`config.mk`:
```
export PLATFORM = sky130hd
export DESIGN_NAME = led_seq_ctrl
export DESIGN_NICKNAME = d
export VERILOG_FILES = /design/src/rtl/led_seq_ctrl.sv
export SDC_FILE = /design/constraint.sdc
export NUM_CORES = 1
export LEC_CHECK = 0
export BUFFER_PORTS_ARGS = -buffer_cell sky130_fd_sc_hd__buf_2
export CAP_MARGIN = 0
export CORE_MARGIN = 3
export CORE_UTILIZATION = 40
export CTS_BUF_LIST = sky130_fd_sc_hd__clkbuf_4 sky130_fd_sc_hd__clkbuf_8
export CTS_CLUSTER_SIZE = 16
export DETAILED_ROUTE_END_ITERATION = 10
export MAX_ROUTING_LAYER = met4
export PLACE_DENSITY = 0.59
export SLEW_MARGIN = 20
export SYNTH_ARGS = -nofsm -noshare
export SYNTH_HDL_FRONTEND = slang
export SYNTH_SLANG_ARGS = --single-unit
```
`constraint.sdc`:
```
create_clock -name clk_in1 -period 1.65 [get_ports clk_in1]
set_input_delay 0.165 -clock clk_in1 [delete_from_list [all_inputs] [get_ports clk_in1]]
set_output_delay 0.165 -clock clk_in1 [all_outputs]
set_load 0.01 [all_outputs]
```
`src/rtl/led_seq_ctrl.sv`:
```
// Command-driven LED pattern sequencer: BLINK / CHASE / BOUNCE stepped by a 2^DIV_W prescaler.
// Optional LED_HOLD_EN: keep the last displayed pattern after normal completion.
module led_seq_ctrl #(
  parameter int unsigned N_LEDS = 4,
  parameter int unsigned DIV_W  = 10,
  parameter int unsigned REP_W  = 4
) (
  input  logic              clk_in1,
  input  logic              rst_in1,
  input  logic              cmd_valid_in,
  output logic              cmd_ready_out,
  input  logic [1:0]        cmd_mode_in,
  input  logic [REP_W-1:0]  cmd_reps_in,
  input  logic              abort_in,
  output logic              busy_out,
  output logic              done_out,
  output logic [N_LEDS-1:0] led_out
);

  // Largest step index is 2*(N_LEDS-1)-1 (BOUNCE).
  localparam int unsigned STEP_W = $clog2(2 * N_LEDS);

  typedef enum logic {StIdle, StRun} state_e;
  typedef enum logic [1:0] {ModeOff, ModeBlink, ModeChase, ModeBounce} mode_e;

  state_e             state_q, state_d;
  mode_e              mode_q, mode_d;
  logic [DIV_W-1:0]   div_q, div_d;
  logic [STEP_W-1:0]  step_q, step_d;
  logic [REP_W-1:0]   rep_q, rep_d;
  logic [N_LEDS-1:0]  led_q, led_d;
  logic               dir_q, dir_d;  // BOUNCE direction: 0 = left, 1 = right
  logic               done_q, done_d;

  logic               tick;
  logic [STEP_W-1:0]  step_last;
  logic [N_LEDS-1:0]  led_adv;
  logic               dir_adv;

  assign tick          = (div_q == '1);
  assign cmd_ready_out = (state_q == StIdle);
  assign busy_out      = (state_q == StRun);
  assign done_out      = done_q;
  assign led_out       = led_q;

  always_comb begin
    step_last = '0;
    case (mode_q)
      ModeBlink:  step_last = STEP_W'(1);
      ModeChase:  step_last = STEP_W'(N_LEDS - 1);
      ModeBounce: step_last = STEP_W'(2 * N_LEDS - 3);
      default:    step_last = '0;
    endcase
  end

  always_comb begin
    led_adv = led_q;
    dir_adv = dir_q;
    case (mode_q)
      ModeBlink: led_adv = ~led_q;
      ModeChase: led_adv = {led_q[N_LEDS-2:0], led_q[N_LEDS-1]};
      ModeBounce: begin
        if (!dir_q) begin
          if (led_q[N_LEDS-1]) begin
            led_adv = led_q >> 1;
            dir_adv = 1'b1;
          end else begin
            led_adv = led_q << 1;
          end
        end else begin
          if (led_q[0]) begin
            led_adv = led_q << 1;
            dir_adv = 1'b0;
          end else begin
            led_adv = led_q >> 1;
          end
        end
      end
      default: led_adv = led_q;
    endcase
  end

  always_comb begin
    state_d = state_q;
    mode_d  = mode_q;
    div_d   = div_q;
    step_d  = step_q;
    rep_d   = rep_q;
    led_d   = led_q;
    dir_d   = dir_q;
    done_d  = 1'b0;
    case (state_q)
      StIdle: begin
        if (cmd_valid_in) begin
          div_d  = '0;
          step_d = '0;
          rep_d  = cmd_reps_in;
          mode_d = mode_e'(cmd_mode_in);
          dir_d  = 1'b0;
          led_d  = (mode_e'(cmd_mode_in) == ModeBlink) ? '1 : N_LEDS'(1);
          if (mode_e'(cmd_mode_in) == ModeOff || cmd_reps_in == '0) begin
            led_d  = '0;
            done_d = 1'b1;
          end else begin
            state_d = StRun;
          end
        end
      end
      StRun: begin
        if (abort_in) begin
          state_d = StIdle;
          led_d   = '0;
          div_d   = '0;
          step_d  = '0;
          rep_d   = '0;
          dir_d   = 1'b0;
        end else begin
          div_d = div_q + DIV_W'(1);
          if (tick) begin
            if (step_q == step_last) begin
              step_d = '0;
              rep_d  = rep_q - REP_W'(1);
              if (rep_q == REP_W'(1)) begin
                // Final step: the last advance is never displayed.
                state_d = StIdle;
                done_d  = 1'b1;
`ifdef LED_HOLD_EN
                led_d   = led_q;
`else
                led_d   = '0;
`endif
              end else begin
                led_d = led_adv;
                dir_d = dir_adv;
              end
            end else begin
              step_d = step_q + STEP_W'(1);
              led_d  = led_adv;
              dir_d  = dir_adv;
            end
          end
        end
      end
      default: state_d = StIdle;
    endcase
  end

  always_ff @(posedge clk_in1) begin
    if (rst_in1) begin
      state_q <= StIdle;
      mode_q  <= ModeOff;
      div_q   <= '0;
      step_q  <= '0;
      rep_q   <= '0;
      led_q   <= '0;
      dir_q   <= 1'b0;
      done_q  <= 1'b0;
    end else begin
      state_q <= state_d;
      mode_q  <= mode_d;
      div_q   <= div_d;
      step_q  <= step_d;
      rep_q   <= rep_d;
      led_q   <= led_d;
      dir_q   <= dir_d;
      done_q  <= done_d;
    end
  end

endmodule

```
==> flow_summary.toml <==
[outcome]
status = "finished with violations"
violations = "setup timing"

[routing]
routed_wl_mm = 4.49
post_drt_wl_per_cell_um = 14.9
drtIter0Drc = 180
firstDrtPassIters = 4
viasPerCell = 5.81
via_count = 1748
drc = 0
ant_nets = 0

[sta]
hold_violations = 0
finalSetupViolCount = 3
tns_ps = -61.0
fin_ws_ps = -31.6
tightest_slew_ps = 464
fin_crit_ps = 1680
max_slew_margin_pct = 69.0
max_freq_ghz = 0.595
finClkSkew_ps = 9.31
slew_viol_final = 0
rsz0062_at_grt = "true"
period_share_pct = 102

[grt]
antenna_found_initial = 0
use_met2_pct = 31.7
grt_overflow = 0
grt_start_max_net_pins = 18
busiest_layer = "met2"
grt_pass1_vias = 1655
grtUsageTotal_pct = 19.5
grtUsageMet1_pct = 25.2
grt_pass1_wl_mm = 7.65
use_met3_pct = 3.62

[cts]
clk_latency_ps = 280
clockRootBuffer = "clkbuf_8"
cts_inserted_buffers = 3
hold_buffers = 0
clkTransAtPathRegs_ps = 100
cts_tree = "yes"
cts.sink_count = 26
clockBufferDepth = 2
h-tree-depth = 1

[worst_setup_path]
crit_arrival_ps = 1880
cp-endpoint = "dir_q"
ff2ff_setup_slack_ps = -30
r2r_start = "div_q[1]"
rr_worst_depth = 5
cp_cell_sequence = "ha_4 -> nand3_4 -> or3_4 -> or4_1 -> a31oi_1"
setup.worst_path.end_class = "register"
cp_slowest_cell = "or4_1"
path_max_fanout = 4
path_class = "register to register"
r2r-end = "dir_q"
startpoint_type = "register"
max_stage_delay_ps = 520
required_ps = 1850
startpoint = "div_q[1]"

[yosys]
syn_area_per_cell_sq_um = 7.64
yosys_warnings = 0
seq_area_frac_synth_pct = 32.3
mappedNetlistArea_sq_um = 1610
syn_nets = 225
synthArstFlopShare_pct = 0
synth_area_leader_cell = "dfxtp_1"
synth_cells = 211
ys.flop_type = "dfxtp_1"
yosys.area.top_type_share_pct = 32.3
ys_types = 54
ys_ff_latch = 26
synthTopCellsByArea = "dfxtp_1 (32%), nor2_1 (5.8%), nand2_1 (5.4%)"
synth_edf_count = 0

[layout]
stdcell_count = 301
final_common_cell = "buf_4"
drive_gt1_share_pct = 32.0
fin_util_pct = 55.5
most-common-layout-cells = "buf_4 (34), nor2_1 (25), nand2_1 (23)"
fin_nets = 268
n_antenna_cell = 0
syn_to_final_growth_pct = 30.0

[placed_design]
port_buffers = 16
dp_slack_ps = -151
dp.cells = 292
place.detailed.hpwl_mm = 3.32
gp_congestion = 0.886

[floorplan]
die_height_um = 69.5
ios = 17
row_count = 22
core-area_sq_um = 3770
die-area_sq_um = 4830
start_util_pct = 42.7
dieWidth_um = 69.5

[pwr]
peakVddDrop_mv = 0.575
p_per_area_nw_per_um2 = 702
p_leak_uw = 0.000811

[run]
cap_violations = 0

[worst_hold_path]
hold_path.class = "input port to register"
worst min-delay path by stage:
stage,cells after the start,to,startpoint,slack (ps)
floorplan,2,mode_q[0],cmd_mode_in[0],300
global placement,3,mode_q[1],cmd_mode_in[1],440
detailed placement,3,mode_q[0],cmd_mode_in[0],440
CTS,3,mode_q[0],cmd_mode_in[0],150
global route,3,mode_q[0],cmd_mode_in[0],160
finish,3,mode_q[0],cmd_mode_in[0],150
kinds of logic after synthesis:
group,Yosys count,synth area share [%]
muxes,2,1.24
AOI/OAI and AO/OA,68,29.0
adders and majority gates,4,3.11
buffers and inverters,21,5.36
xor gates and xnor gates,1,0.544
DFF,26,32.3
and+or+nand+nor,89,28.5
sequential cells by signal (all words and copies together) (netlist names):
register and flops:
busy_out 1, dir_q 1, div_q 10, done_out 1, led_out 4, mode_q 2
rep_q 4, step_q 3
per-stage QoR:
step                      cell area [sq um]  total power [uW]  hold WS (ps)
after detailed placement               1950              1040           439
after global routing                   2090              1560           155
after floorplan                        1650               908           304
after CTS                              2020              1470           147
after global placement                 1950              1040           444
final                                  2090              1470           149
per-layer routing:
layer  up-vias  wire length, um
li1        872                -
met2        40             2210
met4         0               21
met1       832             2060
met5         -                0
met3         4              201
worst max-delay path: cells and delay by family (launching register included):
family	cells	cell delay [ps]
compound gates	1	140
fa+ha+maj	1	150
flops	1	360
simple gates	3	950
cells in the mapped netlist, drive strengths merged, types with 3 or more instances:
cell type / n
dfxtp: 26
nor2: 25
nand2: 23
a21oi: 15
o21ai: 15
inv: 9
clkbuf: 8
nor3: 8
nand3: 7
a31oi: 6
a311oi: 5
buf: 4
ha: 4
nand2b: 4
a211oi: 3
o31ai: 3
cell type report:
class,count,area (sq um)
Multi-Input combinational cell,164,1080
Timing Repair Buffer,50,335
Tap cell,48,60.1
Fill cell,351,1680
Clock buffer,4,55.1
Inverter,9,33.8
Sequential cell,26,529
report_power, final:
group | leakage, uW | internal, uW | switching (uW)
clock network | 0.0000288 | 214 | 211
registers | 0.000215 | 657 | 38.9
logic | 0.000567 | 152 | 197
what timing repair did:
action	4_1_cts	5_1_grt
setup buffers	2	3
resized for setup	2	14
pin swaps	0	4
endpoints found under the setup margin	8	14
No activity file was read; power rests on OpenSTA's default activity.
